`config.mk`:
```
export PLATFORM = sky130hd
export DESIGN_NAME = rock_swing_monitor_flat
export DESIGN_NICKNAME = d
export VERILOG_FILES = /design/src/rtl/rock_swing_monitor_if.sv /design/src/rtl/rock_swing_monitor.sv /design/src/flat_wrapper.sv
export SDC_FILE = /design/constraint.sdc
export NUM_CORES = 1
export LEC_CHECK = 0
export CAP_MARGIN = 20
export CORE_AREA = 2 2 94 78
export CTS_BUF_LIST = sky130_fd_sc_hd__clkbuf_4
export CTS_CLUSTER_SIZE = 12
export DETAILED_ROUTE_END_ITERATION = 12
export DIE_AREA = 0 0 96 80
export GPL_TIMING_DRIVEN = 0
export PLACE_DENSITY = 0.64
export RECOVER_POWER = 25
export SYNTH_ARGS = -nofsm -noshare
export SYNTH_HDL_FRONTEND = slang
export SYNTH_SLANG_ARGS = --single-unit
export TNS_END_PERCENT = 20
```
`constraint.sdc`:
```
create_clock -name clk -period 3.6 [get_ports clk]
set_input_delay 0.36 -clock clk [delete_from_list [all_inputs] [get_ports clk]]
set_output_delay 0.36 -clock clk [all_outputs]
set_load 0.01 [all_outputs]
```
`src/rtl/rock_swing_monitor_if.sv`:
```
// Sample stream in, swing measurements and adjustment requests out.
// master: sensor/sequencer side; slave: the swing monitor.
interface rock_swing_monitor_if #(
  parameter int SAMPLE_W = 8,
  parameter int PER_W    = 12
);
  logic                       sample_valid;
  logic signed [SAMPLE_W-1:0] sample;
  logic                       Fhoog;
  logic                       Flaag;
  logic                       Alaag;
  logic                       swing_done;
  logic [PER_W-1:0]           period;
  logic [SAMPLE_W-1:0]        peak;
  logic                       stalled;

  modport master (
    output sample_valid, sample,
    input  Fhoog, Flaag, Alaag, swing_done, period, peak, stalled
  );

  modport slave (
    input  sample_valid, sample,
    output Fhoog, Flaag, Alaag, swing_done, period, peak, stalled
  );
endinterface

```
`src/rtl/rock_swing_monitor.sv`:
```
// Measures cradle swing period and peak amplitude between upward zero crossings
// and issues one-cycle frequency/amplitude adjustment requests.
//
// state   | meaning
// SYNC    | waiting for the first upward crossing, nothing measured yet
// MEASURE | timing a swing; requests allowed when it completes
// HOLD    | timing a swing; requests suppressed until hold_q swings have passed
module rock_swing_monitor #(
  parameter int SAMPLE_W = 8,
  parameter int PER_W    = 12,
  parameter int PER_MIN  = 400,
  parameter int PER_MAX  = 600,
  parameter int AMP_MIN  = 40,
  parameter int HOLDOFF  = 2,
  parameter int TIMEOUT  = 4000
) (
  input logic           clk,
  input logic           reset,
  rock_swing_monitor_if.slave mon
);

  localparam int HW = $clog2(HOLDOFF + 2);
  localparam logic [PER_W-1:0]    PER_MIN_C = PER_W'(PER_MIN);
  localparam logic [PER_W-1:0]    PER_MAX_C = PER_W'(PER_MAX);
  localparam logic [PER_W-1:0]    TIMEOUT_C = PER_W'(TIMEOUT);
  localparam logic [SAMPLE_W-1:0] AMP_MIN_C = SAMPLE_W'(AMP_MIN);
  localparam logic [HW-1:0]       HOLDOFF_C = HW'(HOLDOFF);
  localparam logic [SAMPLE_W-1:0] MOST_NEG  = {1'b1, {(SAMPLE_W-1){1'b0}}};
  localparam logic [SAMPLE_W-1:0] MAG_MAX   = {1'b0, {(SAMPLE_W-1){1'b1}}};

  typedef enum logic [1:0] {SYNC, MEASURE, HOLD} state_t;

  state_t              state_q, state_d;
  logic                prev_neg_q, prev_neg_d;
  logic [PER_W-1:0]    cnt_q, cnt_d;
  logic [SAMPLE_W-1:0] acc_q, acc_d;
  logic [HW-1:0]       hold_q, hold_d;
  logic [PER_W-1:0]    period_q, period_d;
  logic [SAMPLE_W-1:0] peak_q, peak_d;
  logic                stalled_q, stalled_d;
  logic                done_q, done_d;
  logic                fhoog_q, fhoog_d;
  logic                flaag_q, flaag_d;
  logic                alaag_q, alaag_d;

  logic [SAMPLE_W-1:0] mag;
  logic [PER_W-1:0]    cnt_inc;
  logic                crossing;
  logic                req_fh, req_fl, req_al;

  // Saturate the most-negative sample so the magnitude fits the signed range.
  always_comb begin
    mag = mon.sample;
    if (mon.sample[SAMPLE_W-1]) begin
      if (mon.sample == MOST_NEG) mag = MAG_MAX;
      else                        mag = ~mon.sample + SAMPLE_W'(1);
    end
  end

  assign crossing = mon.sample_valid & prev_neg_q & ~mon.sample[SAMPLE_W-1];
  assign cnt_inc  = cnt_q + PER_W'(1);
  assign req_fh   = cnt_q < PER_MIN_C;
  assign req_fl   = cnt_q > PER_MAX_C;
  assign req_al   = acc_q < AMP_MIN_C;

  always_ff @(posedge clk) begin
    if (reset) begin
      state_q    <= SYNC;
      prev_neg_q <= 1'b0;
      cnt_q      <= '0;
      acc_q      <= '0;
      hold_q     <= '0;
      period_q   <= '0;
      peak_q     <= '0;
      stalled_q  <= 1'b0;
      done_q     <= 1'b0;
      fhoog_q    <= 1'b0;
      flaag_q    <= 1'b0;
      alaag_q    <= 1'b0;
    end else begin
      state_q    <= state_d;
      prev_neg_q <= prev_neg_d;
      cnt_q      <= cnt_d;
      acc_q      <= acc_d;
      hold_q     <= hold_d;
      period_q   <= period_d;
      peak_q     <= peak_d;
      stalled_q  <= stalled_d;
      done_q     <= done_d;
      fhoog_q    <= fhoog_d;
      flaag_q    <= flaag_d;
      alaag_q    <= alaag_d;
    end
  end

  always_comb begin
    state_d    = state_q;
    prev_neg_d = prev_neg_q;
    cnt_d      = cnt_q;
    acc_d      = acc_q;
    hold_d     = hold_q;
    period_d   = period_q;
    peak_d     = peak_q;
    stalled_d  = stalled_q;
    done_d     = 1'b0;
    fhoog_d    = 1'b0;
    flaag_d    = 1'b0;
    alaag_d    = 1'b0;
    if (mon.sample_valid) begin
      prev_neg_d = mon.sample[SAMPLE_W-1];
      case (state_q)
        SYNC: begin
          if (crossing) begin
            cnt_d     = PER_W'(1);
            acc_d     = mag;
            stalled_d = 1'b0;
            state_d   = MEASURE;
          end
        end
        default: begin
          if (crossing) begin
            period_d = cnt_q;
            peak_d   = acc_q;
            done_d   = 1'b1;
            cnt_d    = PER_W'(1);
            acc_d    = mag;
            if (state_q == HOLD) begin
              hold_d = hold_q - HW'(1);
              if (hold_q == HW'(1)) state_d = MEASURE;
            end else begin
              fhoog_d = req_fh;
              flaag_d = req_fl;
              alaag_d = req_al;
              if ((req_fh | req_fl | req_al) && (HOLDOFF > 0)) begin
                hold_d  = HOLDOFF_C;
                state_d = HOLD;
              end
            end
          end else if (cnt_inc >= TIMEOUT_C) begin
            // Stall: report low amplitude even while holding off, then resync.
            stalled_d = 1'b1;
            alaag_d   = 1'b1;
            hold_d    = '0;
            state_d   = SYNC;
          end else begin
            cnt_d = cnt_inc;
            if (mag > acc_q) acc_d = mag;
          end
        end
      endcase
    end
  end

  assign mon.Fhoog      = fhoog_q;
  assign mon.Flaag      = flaag_q;
  assign mon.Alaag      = alaag_q;
  assign mon.swing_done = done_q;
  assign mon.period     = period_q;
  assign mon.peak       = peak_q;
  assign mon.stalled    = stalled_q;

endmodule

```
`src/flat_wrapper.sv`:
```
// flat-port wrapper written by rule: the top's interface ports become plain ports
module rock_swing_monitor_flat 
#(
  parameter int SAMPLE_W = 8,
  parameter int PER_W    = 12,
  parameter int PER_MIN  = 400,
  parameter int PER_MAX  = 600,
  parameter int AMP_MIN  = 40,
  parameter int HOLDOFF  = 2,
  parameter int TIMEOUT  = 4000
)
  (clk, reset, mon_sample_valid, mon_sample, mon_Fhoog, mon_Flaag, mon_Alaag, mon_swing_done, mon_period, mon_peak, mon_stalled);
  rock_swing_monitor_if #(.SAMPLE_W(SAMPLE_W), .PER_W(PER_W)) mon_i ();
  input logic clk;
  input logic reset;
  input wire logic [$bits(mon_i.sample_valid)-1:0] mon_sample_valid;
  input wire logic [$bits(mon_i.sample)-1:0] mon_sample;
  output wire logic [$bits(mon_i.Fhoog)-1:0] mon_Fhoog;
  output wire logic [$bits(mon_i.Flaag)-1:0] mon_Flaag;
  output wire logic [$bits(mon_i.Alaag)-1:0] mon_Alaag;
  output wire logic [$bits(mon_i.swing_done)-1:0] mon_swing_done;
  output wire logic [$bits(mon_i.period)-1:0] mon_period;
  output wire logic [$bits(mon_i.peak)-1:0] mon_peak;
  output wire logic [$bits(mon_i.stalled)-1:0] mon_stalled;
  assign mon_i.sample_valid = mon_sample_valid;
  assign mon_i.sample = mon_sample;
  assign mon_Fhoog = mon_i.Fhoog;
  assign mon_Flaag = mon_i.Flaag;
  assign mon_Alaag = mon_i.Alaag;
  assign mon_swing_done = mon_i.swing_done;
  assign mon_period = mon_i.period;
  assign mon_peak = mon_i.peak;
  assign mon_stalled = mon_i.stalled;
  rock_swing_monitor #(.SAMPLE_W(SAMPLE_W), .PER_W(PER_W), .PER_MIN(PER_MIN), .PER_MAX(PER_MAX), .AMP_MIN(AMP_MIN), .HOLDOFF(HOLDOFF), .TIMEOUT(TIMEOUT)) u_core (.clk(clk), .reset(reset), .mon(mon_i));
endmodule
```
[After elaboration in Yosys (flattened, before gate mapping)]
Cells that the tools add are included.
Word-level totals
  output and inout bits: 25
  logic and storage cells: 78
  flip-flop bits (word level): 50
Cells by class
  bitwise gates (word level): 9
  order comparisons: 5
  mux-type cells: 28
  eq/ne operators: 9
  reduce and logical (&&, ||, !) cells: 12
  add/sub/neg operators: 3
Operators by type and width (count)
  8-bit 2-to-1 mux: 7
  12-bit 2-to-1 mux: 4
  2-bit 2-to-1 mux: 9
  12-bit by 1-bit adder with 12-bit output, second input constant: 1
  12-bit greater-or-equal comparator, second input constant: 1
  12-bit by 10-bit greater-than comparator with 1-bit output, second input constant: 1
  12-bit by 9-bit < comparator with 1-bit output, second input constant: 1
  4-bit AND reduction: 3
  8-bit by 2-bit adder with 8-bit output, second input constant: 1
  8-bit == test, second input constant: 1
  8-bit greater-than comparator: 1
  8-bit by 6-bit < comparator with 1-bit output, second input constant: 1
  1-bit 2-to-1 mux: 8
  4-bit inequality test, second input constant: 2
  8-bit NOT: 1
  3-bit AND reduction: 2
  2-bit nonzero test: 3
  5-bit AND reduction: 1
  5-bit OR reduction: 1
  2-bit by 1-bit inequality test with 1-bit output, second input constant: 2
  1-bit NOT: 4
  3-bit inequality test, second input constant: 1
  3-bit OR reduction: 1
  1-bit bitwise AND: 2
  6 further kinds: 7

[Longest topological paths before layout]
  depth after elaboration: 9
  gate-level depth with buffers: 12
  gate-level depth less buffers: 12

[Worst setup path after synthesis]
OpenSTA, ideal clock, no wires.
  path kind: input to register
  start: input mon_sample[4]
  end: register u_core.acc_q[0]
  setup time: 0.123 ns
  path slack: 0.795 ns
  arrival: 2.682 ns
  stages on the path: 10
  cells stage by stage: nor3_1 -> nand4_1 -> o211ai_1 -> ha_1 -> nor2b_1 -> o211ai_1 -> a211oi_1 -> o31ai_1 -> a21oi_2 -> mux2_1
Between the ends
  elaborated cells between the ends (all ways): 13
RTL lines
  start, declared: line flat_wrapper.sv:17  | input wire logic [$bits(mon_i.sample)-1:0] mon_sample;
  8-bit == test: line rock_swing_monitor.sv:55  | if (mon.sample == MOST_NEG) mag = MAG_MAX;
  8-bit 2-to-1 mux: line rock_swing_monitor.sv:55
  8-bit 2-to-1 mux: line rock_swing_monitor.sv:54  | if (mon.sample[SAMPLE_W-1]) begin
  named net u_core.mag[1]: line rock_swing_monitor.sv:46  | logic [SAMPLE_W-1:0] mag;
  8-bit greater-than comparator: line rock_swing_monitor.sv:147  | if (mag > acc_q) acc_d = mag;
  2-bit nonzero test (no line)
  4-bit AND reduction (no line)
  end signal, assigned: line rock_swing_monitor.sv:71  | acc_q <= '0;
  end signal, assigned: line rock_swing_monitor.sv:84  | acc_q <= acc_d;
  end, declared: line rock_swing_monitor.sv:36  | logic [SAMPLE_W-1:0] acc_q, acc_d;
The timed path passes the listed nets, and every way through them passes these cells. The select of a mux whose other input is x is not followed.
A chain may end at the register's enable or synchronous reset.

[Worst setup path in the final report]
  start: input mon_sample[2]
  end: register u_core.acc_q[0]
Between the ends
  word-level cells in the longest chain between the ends: 7
  elaborated cells between the ends (all ways): 13
RTL lines
  8-bit NOT: line rock_swing_monitor.sv:56  | else mag = ~mon.sample + SAMPLE_W'(1);
  8-bit by 2-bit adder with 8-bit output: line rock_swing_monitor.sv:56
  8-bit 2-to-1 mux *: line rock_swing_monitor.sv:55
  8-bit 2-to-1 mux *: line rock_swing_monitor.sv:54
  named net u_core.mag[5]: line rock_swing_monitor.sv:46
  8-bit greater-than comparator *: line rock_swing_monitor.sv:147
  2-bit nonzero test (no line) *
  4-bit AND reduction (no line) *
The timed path passes the listed nets; every way through them passes the cells marked *. The select of a mux whose other input is x is not followed.

==> flow_summary.toml <==
[status]
outcome = "finished clean"

[detailed_routing]
antenna_violating_nets_post_route = 0
routedWlPerCell_um = 15.9
vias_per_cell = 5.83
drcViolationCount = 0
drt_first_iter_violations = 180
drt_first_pass_iters = 5
detailroute.via_count = 2960
routed_wirelength_mm = 8.07

[synthesis]
synthXorXnorAreaFrac_pct = 1.78
ys_seq_elements = 50
synth.area.top_cells = "dfxtp_1 34%, nand2_1 8.7%, a21oi_1 5.8%"
synth_top_family_by_area = "simple AND/OR/NAND/NOR gates"
synth_top_area_share_pct = 33.9
synthesized_area_fraction_occupied_by_ao_oa_aoi_and_oai_cells_pct = 23.4
muxShareOfSynthArea_pct = 1.74
part_of_the_yosys_area_used_for_sequential_elements_pct = 33.9
yosysUniqueCellTypes = 59
postSynthNetCount = 404
yosys.area.top_type = "dfxtp_1"
yosys.area_share.simple_pct = 26.8
synthMostInstantiatedCell = "nand2_1"
avg_synthesized_cell_area_sq_um = 7.76
async_reset_ff_share_pct = 0
synthesis.yosys.warnings = 0
synth-edff-count = 0
yosys.area_share.adder_pct = 5.51
postSynth.topFlopCell = "dfxtp_1"
netlist_instances = 380
syn_area_sq_um = 2950
ys_top_cells_by_count = "68 x nand2_1, 50 x dfxtp_1, 34 x a21oi_1, 20 x clkbuf_1, 20 x nor2_1"

[clock_network]
post-cts-setup-buffer-count = 0
tritoncts = "built"
clk_transition_reported_paths_ns = 0.16
worst_skew_pair.late_latency_ns = 0.37
htree_levels = 2
root_driver = "clkbuf_4"
clockBufferDepth = 2
cts.sinks = 50
cts_buffers = 5

[final_layout]
final-instance-count-excl-fill = 508
area_growth_pct = 17.8
utilization_pct = 51.7
finish.net_count = 444
layout_cell_share_with_drive_strength_beyond_1_pct = 6.18
nFillCells = 659
antenna_cells = 0

[critical_path]
crit_path_end_kind = "flop"
worst-endpoint-required_ns = 3.87
critPathLaunchType = "input pin"
critical_path_class = "in -> reg"
cp_max_fo = 8
critPathArrivalTime_ns = 3.61

[sta]
clock-skew-final_ns = 0.0116
final_max_slew_viol_count = 0
grt_setup_unrepaired = "false"
finalSetupViolations = 0
period_share_pct = 92.9
relSlewSlack_pct = 50.6
timing.fmax_mhz = 299
final.min_clock_period_ns = 3.34
worstMarginPinSlew_ns = 0.737
timing_hold_violations_final = 0
setup_total_negative_slack_ns = 0

[global_route]
grt_use_total_pct = 22.1
number_of_antenna_violations_at_the_first_check_in_global_routing = 0
overflow = 0
grt_first_pass_wirelength_mm = 13.2
via_count_of_the_first_global_routing_pass = 2638
grt_start_max_net_pins = 17

[power_and_ir_drop]
cell_internal_pwr_uw = 736
p_leak_uw = 0.00124
irDropWorstVdd_uv = 159
switching_share_pct = 25.0
total_power_uw = 982
sequential_group_share_of_total_power_pct = 56.7
power.net_switching_uw = 246
power.clock.fraction_pct = 34.6
power_per_cell_area_nw_per_um2 = 283
combPwrFrac_pct = 8.6

[floorplanning]
num_rows = 27
io_pins = 36
die_area_sq_um = 7680
placeableCoreArea_sq_um = 6720
starting_density_of_the_core_pct = 43.9
chipWidth_um = 96
die_h_um = 80

[placed_design]
hpwlAfterDp_mm = 5.88
buffer_ports.inserted = 33
place.detailed.instances = 500
gpl.final_weighted_congestion = 0.834

[hold_path]
hold_class = "in -> reg"

[flow_run]
maxCapViolations = 0
## metal layers
metal / up-vias / GRT usage [%] / part of all wire [%]
met4: 0 / 4.14 / 0.33
met2: 112 / 31.7 / 42
met1: 1404 / 34.3 / 51
met3: 2 / 3.59 / 5.9
li1: 1442 / - / -
met5: - / 0 / 0
## critical path, cell delays in order
cell and delay [ns]:
clkdlybuf4s50_1 0.49, nor3_1 0.47, a21boi_0 0.22, xnor2_1 0.18
nand2_1 0.10, ha_1 0.32, nand4_1 0.16, nor2_1 0.09
a211oi_1 0.26, o31ai_2 0.17, a21oi_2 0.44, mux2_1 0.37
## flip-flops by register name, indices dropped and copies added (netlist names)
signal                 flops
u_core.mon.swing_done      1
u_core.mon.Fhoog           1
u_core.mon.peak            8
u_core.mon.period         12
u_core.state_q             2
u_core.mon.Flaag           1
u_core.prev_neg_q          1
u_core.cnt_q              12
u_core.mon.Alaag           1
u_core.mon.stalled         1
u_core.acc_q               8
u_core.hold_q              2
## what timing repair did
item	CTS	global route
setup endpoints to repair	0	8
endpoints found under the hold margin	0	0
hold buffers	0	0
gates resized for setup	0	1
## through the flow
step	hold WS (ns)	area [sq um]	worst slack [ns]
global placement	0.447	3390	-0.130
CTS	0.278	3470	0.142
detailed placement	0.446	3390	-0.247
global route	0.281	3480	0.00187
floorplan	0.444	2950	0.795
finish	0.283	3480	0.256
## cells in the final DEF (no fill, tap or decap), drive strengths merged, types with 4 or more instances in the layout
cell,n
or3,4
clkbuf,25
nor4,4
ha,13
o31ai,4
clkdlybuf4s50,17
o21ai,10
dfxtp,50
nand3,13
nor2,21
nor3,12
o211ai,12
a211o,5
buf,9
a211oi,5
xnor2,5
nand4,12
a31oi,5
a21oi,35
o211a,5
nor2b,12
dlygate4sd3,16
mux2i,4
inv,17
nand2,69
## cell type report
cell class                      instances  area (sq um)  area share (%)
Clock buffer                            5          37.5            1.08
Tap cell                               87           109            3.13
Multi-Input combinational cell        284          1750            50.4
Clock inverter                          3          43.8            1.26
Inverter                               17          63.8            1.84
Buffer                                 29           138            3.96
Sequential cell                        50          1000            28.8
Timing Repair Buffer                   33           330            9.50
## cell families after synthesis
logic type	count (synthesis)
XOR/XNOR	6
buffers and inverters	46
multiplexers	5
flip-flops	50
adder cells (fa/ha/maj)	13
AO/OA/AOI/OAI	99
AND/OR/NAND/NOR	161
## worst paths after layout
check	start	cells past startpoint	end	slack, ns
min	mon_sample_valid	2	u_core.mon.stalled	0.28
max	mon_sample[2]	12	u_core.acc_q[0]	0.26
min reg2reg	u_core.mon.period[7]	2	u_core.mon.period[7]	0.46
max reg2reg	u_core.prev_neg_q	9	u_core.acc_q[0]	0.69
## power by group through the flow
| stage | clock, uW | combinational, uW | sequential, uW |
|---|---|---|---|
| global route | 366 | 94.8 | 558 |
| global placement | 0 | 82.4 | 569 |
| detailed placement | 0 | 83.4 | 569 |
| CTS | 347 | 83.8 | 557 |
| finish | 340 | 84.7 | 557 |
| floorplan | 0 | 55.1 | 568 |
Note: power is estimated with default switching activity, not from simulation.
